File: config.mk
export PLATFORM = sky130hd
export DESIGN_NAME = tempsens_sar_ctrl_flat
export DESIGN_NICKNAME = d
export VERILOG_FILES = /design/src/rtl/tempsens_sar_ctrl_if.sv /design/src/rtl/tempsens_sar_ctrl.sv /design/src/flat_wrapper.sv
export SDC_FILE = /design/constraint.sdc
export NUM_CORES = 1
export LEC_CHECK = 0
export ABC_AREA = 1
export CORE_MARGIN = 10
export CORE_UTILIZATION = 59
export DETAILED_ROUTE_END_ITERATION = 16
export GPL_TIMING_DRIVEN = 0
export HOLD_SLACK_MARGIN = 0.08
export PLACE_DENSITY = 0.92
export SYNTH_ARGS = -nofsm -noshare
export SYNTH_HDL_FRONTEND = slang
export SYNTH_SLANG_ARGS = --single-unit
File: constraint.sdc
create_clock -name clk -period 2.4 [get_ports clk]
set_input_delay 0.6 -clock clk [delete_from_list [all_inputs] [get_ports clk]]
set_output_delay 0.6 -clock clk [all_outputs]
set_load 0.005 [all_outputs]
File: src/rtl/tempsens_sar_ctrl_if.sv
// Control/result and delay-cell signals of the SAR temperature-sensor sequencer.
//   i_start, i_continuous, i_abort : conversion control from tick/display logic
//   i_tempdelay                    : asynchronous delay-cell output
//   o_dac_data, o_dac_en,
//   o_precharge_n                  : drive to the analog delay cell
//   o_busy, o_done, o_result,
//   o_overflow, o_underflow        : status and committed result
// master = surrounding logic / cell, slave = the sequencer.
interface tempsens_sar_ctrl_if #(
    parameter int unsigned N_VDAC = 7
);
    logic              i_start;
    logic              i_continuous;
    logic              i_abort;
    logic              i_tempdelay;
    logic [N_VDAC-1:0] o_dac_data;
    logic              o_dac_en;
    logic              o_precharge_n;
    logic              o_busy;
    logic              o_done;
    logic [N_VDAC-1:0] o_result;
    logic              o_overflow;
    logic              o_underflow;

    modport master (
        output i_start, i_continuous, i_abort, i_tempdelay,
        input  o_dac_data, o_dac_en, o_precharge_n, o_busy, o_done,
               o_result, o_overflow, o_underflow
    );

    modport slave (
        input  i_start, i_continuous, i_abort, i_tempdelay,
        output o_dac_data, o_dac_en, o_precharge_n, o_busy, o_done,
               o_result, o_overflow, o_underflow
    );
endinterface

File: src/rtl/tempsens_sar_ctrl.sv
// Successive-approximation sequencer for the temperature-dependent delay cell.
// Runs an N_VDAC-step binary search; each trial goes through precharge,
// discharge, measure and decide, then the synchronized cell output keeps or
// clears the trial bit.
// Ports:
//   clk   : system clock
//   rst_n : asynchronous active-low reset
//   bus   : tempsens_sar_ctrl_if.slave (control, cell drive, result)
module tempsens_sar_ctrl #(
    parameter int unsigned N_VDAC      = 7,
    parameter int unsigned MEAS_CYCLES = 4,
    parameter int unsigned IDLE_CYCLES = 16
) (
    input  logic               clk,
    input  logic               rst_n,
    tempsens_sar_ctrl_if.slave bus
);

    localparam int unsigned BIT_W  = (N_VDAC > 1) ? $clog2(N_VDAC) : 1;
    localparam int unsigned MEAS_W = $clog2(MEAS_CYCLES);
    localparam int unsigned WAIT_W = $clog2(IDLE_CYCLES + 1);

    localparam logic [N_VDAC-1:0] ALL_ONES   = '1;
    localparam logic [N_VDAC-1:0] TRIAL_INIT = N_VDAC'(1) << (N_VDAC - 1);
    localparam logic [BIT_W-1:0]  TOP_BIT    = BIT_W'(N_VDAC - 1);
    localparam logic [MEAS_W-1:0] MEAS_LAST  = MEAS_W'(MEAS_CYCLES - 1);
    localparam logic [WAIT_W-1:0] WAIT_LAST  = WAIT_W'(IDLE_CYCLES);

    typedef enum logic [2:0] {
        S_IDLE,
        S_PRECHARGE,
        S_DISCHARGE,
        S_MEASURE,
        S_DECIDE,
        S_WAIT
    } state_t;

    state_t             state_q,     state_nxt;
    logic [N_VDAC-1:0]  trial_q,     trial_nxt;
    logic [BIT_W-1:0]   bit_q,       bit_nxt;
    logic [MEAS_W-1:0]  meas_q,      meas_nxt;
    logic [WAIT_W-1:0]  wait_q,      wait_nxt;
    logic               hit_q,       hit_nxt;
    logic               miss_q,      miss_nxt;
    logic [N_VDAC-1:0]  result_q,    result_nxt;
    logic               ovf_q,       ovf_nxt;
    logic               unf_q,       unf_nxt;
    logic               done_q,      done_nxt;
    logic               busy_q,      busy_nxt;
    logic               dac_en_q,    dac_en_nxt;
    logic [N_VDAC-1:0]  dac_data_q,  dac_data_nxt;
    logic               pc_n_q,      pc_n_nxt;
    logic               start_conv;
    logic [1:0]         sync_q;

    // Two-flop synchronizer for the asynchronous cell output.
    always_ff @(posedge clk or negedge rst_n) begin
        if (!rst_n) begin
            sync_q <= '0;
        end else begin
            sync_q <= {sync_q[0], bus.i_tempdelay};
        end
    end

    // State, datapath and output registers.
    always_ff @(posedge clk or negedge rst_n) begin
        if (!rst_n) begin
            state_q    <= S_IDLE;
            trial_q    <= '0;
            bit_q      <= '0;
            meas_q     <= '0;
            wait_q     <= '0;
            hit_q      <= 1'b0;
            miss_q     <= 1'b0;
            result_q   <= '0;
            ovf_q      <= 1'b0;
            unf_q      <= 1'b0;
            done_q     <= 1'b0;
            busy_q     <= 1'b0;
            dac_en_q   <= 1'b0;
            dac_data_q <= ALL_ONES;
            pc_n_q     <= 1'b0;
        end else begin
            state_q    <= state_nxt;
            trial_q    <= trial_nxt;
            bit_q      <= bit_nxt;
            meas_q     <= meas_nxt;
            wait_q     <= wait_nxt;
            hit_q      <= hit_nxt;
            miss_q     <= miss_nxt;
            result_q   <= result_nxt;
            ovf_q      <= ovf_nxt;
            unf_q      <= unf_nxt;
            done_q     <= done_nxt;
            busy_q     <= busy_nxt;
            dac_en_q   <= dac_en_nxt;
            dac_data_q <= dac_data_nxt;
            pc_n_q     <= pc_n_nxt;
        end
    end

    // Next-state, search update and next-output decode.
    always_comb begin
        state_nxt    = state_q;
        trial_nxt    = trial_q;
        bit_nxt      = bit_q;
        meas_nxt     = meas_q;
        wait_nxt     = wait_q;
        hit_nxt      = hit_q;
        miss_nxt     = miss_q;
        result_nxt   = result_q;
        ovf_nxt      = ovf_q;
        unf_nxt      = unf_q;
        done_nxt     = 1'b0;
        start_conv   = 1'b0;
        busy_nxt     = 1'b0;
        dac_en_nxt   = 1'b0;
        dac_data_nxt = ALL_ONES;
        pc_n_nxt     = 1'b0;

        case (state_q)
            S_IDLE: begin
                if (bus.i_start) begin
                    start_conv = 1'b1;
                end
            end
            S_PRECHARGE: begin
                state_nxt = S_DISCHARGE;
            end
            S_DISCHARGE: begin
                state_nxt = S_MEASURE;
                meas_nxt  = '0;
            end
            S_MEASURE: begin
                if (meas_q == MEAS_LAST) begin
                    state_nxt = S_DECIDE;
                end else begin
                    meas_nxt = meas_q + MEAS_W'(1);
                end
            end
            S_DECIDE: begin
                // A 1 from the cell means the threshold is at or above this code.
                trial_nxt[bit_q] = sync_q[1];
                hit_nxt          = hit_q | sync_q[1];
                miss_nxt         = miss_q | ~sync_q[1];
                if (bit_q != '0) begin
                    trial_nxt[bit_q - BIT_W'(1)] = 1'b1;
                    bit_nxt   = bit_q - BIT_W'(1);
                    state_nxt = S_PRECHARGE;
                end else begin
                    result_nxt = trial_nxt;
                    ovf_nxt    = ~miss_nxt;
                    unf_nxt    = ~hit_nxt;
                    done_nxt   = 1'b1;
                    wait_nxt   = '0;
                    state_nxt  = bus.i_continuous ? S_WAIT : S_IDLE;
                end
            end
            S_WAIT: begin
                // After IDLE_CYCLES counted cycles, this cycle acts as a started IDLE.
                if (!bus.i_continuous) begin
                    state_nxt = S_IDLE;
                end else if (wait_q == WAIT_LAST) begin
                    start_conv = 1'b1;
                end else begin
                    wait_nxt = wait_q + WAIT_W'(1);
                end
            end
            default: begin
                state_nxt = S_IDLE;
            end
        endcase

        if (start_conv) begin
            state_nxt = S_PRECHARGE;
            trial_nxt = TRIAL_INIT;
            bit_nxt   = TOP_BIT;
            hit_nxt   = 1'b0;
            miss_nxt  = 1'b0;
            wait_nxt  = '0;
        end

        // Abort wins over start and over commit; the committed result is untouched.
        if (bus.i_abort) begin
            state_nxt  = S_IDLE;
            wait_nxt   = '0;
            result_nxt = result_q;
            ovf_nxt    = ovf_q;
            unf_nxt    = unf_q;
            done_nxt   = 1'b0;
        end

        // Cell drive follows the state being entered so it lines up with that state.
        case (state_nxt)
            S_PRECHARGE: begin
                busy_nxt   = 1'b1;
                dac_en_nxt = 1'b1;
            end
            S_DISCHARGE: begin
                busy_nxt     = 1'b1;
                dac_en_nxt   = 1'b1;
                dac_data_nxt = '0;
                pc_n_nxt     = 1'b1;
            end
            S_MEASURE, S_DECIDE: begin
                busy_nxt     = 1'b1;
                dac_en_nxt   = 1'b1;
                dac_data_nxt = trial_nxt;
                pc_n_nxt     = 1'b1;
            end
            default: begin
            end
        endcase
    end

    assign bus.o_dac_data    = dac_data_q;
    assign bus.o_dac_en      = dac_en_q;
    assign bus.o_precharge_n = pc_n_q;
    assign bus.o_busy        = busy_q;
    assign bus.o_done        = done_q;
    assign bus.o_result      = result_q;
    assign bus.o_overflow    = ovf_q;
    assign bus.o_underflow   = unf_q;

endmodule
File: src/flat_wrapper.sv
// flat-port wrapper written by rule: the top's interface ports become plain ports
module tempsens_sar_ctrl_flat 
#(
    parameter int unsigned N_VDAC      = 7,
    parameter int unsigned MEAS_CYCLES = 4,
    parameter int unsigned IDLE_CYCLES = 16
)
  (clk, rst_n, bus_i_start, bus_i_continuous, bus_i_abort, bus_i_tempdelay, bus_o_dac_data, bus_o_dac_en, bus_o_precharge_n, bus_o_busy, bus_o_done, bus_o_result, bus_o_overflow, bus_o_underflow);
  tempsens_sar_ctrl_if #(.N_VDAC(N_VDAC)) bus_i ();
  input  logic clk;
  input  logic rst_n;
  input wire logic [$bits(bus_i.i_start)-1:0] bus_i_start;
  input wire logic [$bits(bus_i.i_continuous)-1:0] bus_i_continuous;
  input wire logic [$bits(bus_i.i_abort)-1:0] bus_i_abort;
  input wire logic [$bits(bus_i.i_tempdelay)-1:0] bus_i_tempdelay;
  output wire logic [$bits(bus_i.o_dac_data)-1:0] bus_o_dac_data;
  output wire logic [$bits(bus_i.o_dac_en)-1:0] bus_o_dac_en;
  output wire logic [$bits(bus_i.o_precharge_n)-1:0] bus_o_precharge_n;
  output wire logic [$bits(bus_i.o_busy)-1:0] bus_o_busy;
  output wire logic [$bits(bus_i.o_done)-1:0] bus_o_done;
  output wire logic [$bits(bus_i.o_result)-1:0] bus_o_result;
  output wire logic [$bits(bus_i.o_overflow)-1:0] bus_o_overflow;
  output wire logic [$bits(bus_i.o_underflow)-1:0] bus_o_underflow;
  assign bus_i.i_start = bus_i_start;
  assign bus_i.i_continuous = bus_i_continuous;
  assign bus_i.i_abort = bus_i_abort;
  assign bus_i.i_tempdelay = bus_i_tempdelay;
  assign bus_o_dac_data = bus_i.o_dac_data;
  assign bus_o_dac_en = bus_i.o_dac_en;
  assign bus_o_precharge_n = bus_i.o_precharge_n;
  assign bus_o_busy = bus_i.o_busy;
  assign bus_o_done = bus_i.o_done;
  assign bus_o_result = bus_i.o_result;
  assign bus_o_overflow = bus_i.o_overflow;
  assign bus_o_underflow = bus_i.o_underflow;
  tempsens_sar_ctrl #(.N_VDAC(N_VDAC), .MEAS_CYCLES(MEAS_CYCLES), .IDLE_CYCLES(IDLE_CYCLES)) u_core (.clk(clk), .rst_n(rst_n), .bus(bus_i));
endmodule
==> run_results.csv <==
group,metric,value,unit
outcome,outcome,"finished clean",
clock_network,numCtsBuffers,5,
grt,antenna_found_initial,0,
critical_path,critPathMaxStageDelay,0.54,ns
critical_path,r2r_cells,10,
timing,post-route-period-util,83.5,%
route,wire_per_inst,13.1,um
synthesis,synth_common_cells,"nand2_1, dfrtp_1, inv_1, o21ai_1, nand3_1",
place,portBuffers,25,
clock_network,cts_setup_buffers,0,
clock_network,htree_levels,2,
power_and_ir_drop,power.share.clock,29.0,%
synthesis,syn_nets,251,
synthesis,avgSynthCellArea,8.77,sq um
grt,grt_pass1_vias,1606,
cells_and_area,area_delta_synth_final,18.3,%
synthesis,syn_area,2100,sq um
job,maxCapViolations,0,
synthesis,seq_area_frac_synth,51.5,%
synthesis,synthMuxAreaShare,0,%
power_and_ir_drop,p_leak,0.00118,uW
timing,fmax,0.499,GHz
critical_path,cp.required,1.80,ns
route,vias_per_cell,5.26,
critical_path,cp.buffers_inverters,1,
grt,gr-total-overflow,0,
die,dieArea,6360,sq um
critical_path,timing.rr.end,"u_core.bus.o_dac_data[6]",
power_and_ir_drop,power.switching,433,uW
grt,track_usage,14.4,%
synthesis,synth_top_family_by_area,"simple AND/OR/NAND/NOR gates",
critical_path,critical_path_class,"reg2out",
timing,slew-limit-headroom,39.9,%
timing,setup_violations,0,
cells_and_area,final_nets,283,
power_and_ir_drop,power,1550,uW
place,hpwl,3150,um
min_path,hold_class,"in2async",
synthesis,yosysWarnings,0,
synthesis,netlist.area_leader.share,42.8,%
synthesis,synth-edff-count,0,
power_and_ir_drop,p_int,1120,uW
clock_network,cts_root_buffer,"clkbuf_4",
grt,grt_first_pass_wirelength,7270,um
clock_network,clkLatencyLatePin,0.36,ns
critical_path,path_max_fanout,1,
clock_network,cts_resized,0,
power_and_ir_drop,p_sw_share,27.9,%
critical_path,end_kind,"output pin",
grt,grt_max_degree,44,
route,final_antenna_net_count,0,
power_and_ir_drop,power_frac_seq,52.2,%
cells_and_area,n_fill_cell,233,
power_and_ir_drop,ir_drop,0.422,mV
power_and_ir_drop,power.density,624,nW/um^2
timing,clock_skew,0.00921,ns
synthesis,yosys.area_share.simple,24.0,%
die,die_h,79.7,um
timing,finalMaxSlewViolations,0,
synthesis,synth_xor_xnor_area_share,2.08,%
synthesis,ys_dominant_reg_cell,"dfrtp_1",
timing,hold_violations,0,
synthesis,ys_seq_elements,43,
critical_path,slowest_stage,"dfstp_2",
die,die_width,79.7,um
clock_network,cts_buffer_depth,2,
power_and_ir_drop,share_comb_of_total_power,18.8,%
route,route.vias.total,1679,
die,io_pins,26,
timing,rsz0062_at_grt,"no",
timing,tightest_slew,0.902,ns
clock_network,clkTransAtPathRegs,0.12,ns
critical_path,critPathLaunchType,"register",
route,drc,0,
cells_and_area,fin_util,73.4,%
synthesis,ys_types,33,
synthesis,async_flop_share,100,%
synthesis,netlist_top_cells_area,"dfrtp_1, nand2_1, dfstp_2",
synthesis,synth_top_area_cell,"dfrtp_1",
clock_network,cts_tree,"yes",
route,drt-initial-drc-count,178,
die,core_region_area,3390,sq um
clock_network,cts_hold_buf,0,
clock_network,cts.sinks,43,
synthesis,synth_most_common_cell,"nand2_1",
route,wl,4180,um
critical_path,rr_startpoint,"u_core.bit_q[0]",
critical_path,r2r_slack,0.60,ns
die,start_util,62.1,%
timing,fin_crit,2.00,ns
cells_and_area,drive_above_1_share,16.8,%
synthesis,synthAdderAreaFrac,2.97,%
critical_path,cp_cell_sequence,"clkdlybuf4s50_1",
route,dr.pass1.iters,4,
cells_and_area,diodes,0,
place,gp_congestion,0.840,
die,row_count,21,
critical_path,critPathTopFamily,"flip-flops",
critical_path,worst_ep_arrival_time,1.40,ns
synthesis,synth_compound_area_share,12.6,%
synthesis,syn_inst,240,
cells by family after synthesis:
| group | count (synthesis) |
|---|---|
| compound gates | 46 |
| xor+xnor | 5 |
| fa+ha+maj | 5 |
| buf+inv | 36 |
| flops | 43 |
| simple gates | 105 |
registers in the layout, summed over array words and instances (netlist names):
signal and flops:
u_core.bit_q 3, u_core.bus.o_busy 1, u_core.bus.o_dac_data 7, u_core.bus.o_done 1, u_core.bus.o_overflow 1, u_core.bus.o_precharge_n 1
u_core.bus.o_result 7, u_core.bus.o_underflow 1, u_core.hit_q 1, u_core.meas_q 2, u_core.miss_q 1, u_core.state_q 3
u_core.sync_q 2, u_core.trial_q 7, u_core.wait_q 5
per-layer routing:
| layer | wire [um] | track usage (%) |
|---|---|---|
| met1 | 1790 | 16.2 |
| met2 | 2030 | 23.6 |
| met3 | 279 | 5.18 |
| met4 | 89 | 6.63 |
| met5 | 0 | 0 |
placed cells by master, fill, tap and decap left out, drive strengths merged:
cell type,n
o22ai,2
nor3,3
nand2,69
bufinv,1
dfrtp,36
o21ai,32
clkinv,3
dfstp,7
clkbuf,6
o31ai,4
ha,5
nand4,2
buf,4
o211ai,1
xor2,3
nand3,16
clkdlybuf4s50,24
nor2,15
xnor2,2
a21oi,4
inv,31
o21a,2
o221ai,1
power by group through the flow:
| stage | logic, uW | clock network, uW | registers (uW) |
|---|---|---|---|
| 6_report | 293 | 451 | 811 |
| 5_1_grt | 333 | 500 | 814 |
| 4_1_cts | 295 | 463 | 810 |
| 3_5_place_dp | 292 | 0 | 823 |
| 3_3_place_gp | 282 | 0 | 819 |
| 2_1_floorplan | 175 | 0 | 820 |
worst max path at each step:
stage / start / to / depth (start not counted)
2_1_floorplan: u_core.bit_q[0] / u_core.bus.o_dac_data[0] / 10
3_3_place_gp: rst_n / u_core.bus.o_result[5] / 1
3_5_place_dp: bus_i_abort / u_core.bus.o_dac_data[6] / 7
4_1_cts: u_core.bus.o_dac_data[6] / bus_o_dac_data[6] / 1
5_1_grt: u_core.bus.o_dac_data[2] / bus_o_dac_data[2] / 1
6_report: u_core.bus.o_dac_data[3] / bus_o_dac_data[3] / 1
per-stage QoR:
step	area, sq um	TNS [ns]	setup slack, ns	std cells	hold WS [ns]
3_3_place_gp	2410	-9.53	-0.266	311	0.345
6_report	2490	0	0.397	319	0.356
2_1_floorplan	2100	0	0.899	240	0.304
5_1_grt	2490	0	0.335	319	0.389
4_1_cts	2490	0	0.363	319	0.362
3_5_place_dp	2410	0	0.283	311	0.335
area by class of cell:
class | instances | area (sq um) | area share, %
well taps | 46 | 57.6 | 2.31
plain buffers | 4 | 21.3 | 0.855
clock inverters | 3 | 43.8 | 1.76
flip-flops and latches | 43 | 1080 | 43.6
repair buffers | 25 | 245 | 9.85
inverters | 32 | 121 | 4.88
multi-input cells | 161 | 877 | 35.2
clock buffers | 5 | 37.5 | 1.51
Power figures use the tool's default switching activity.
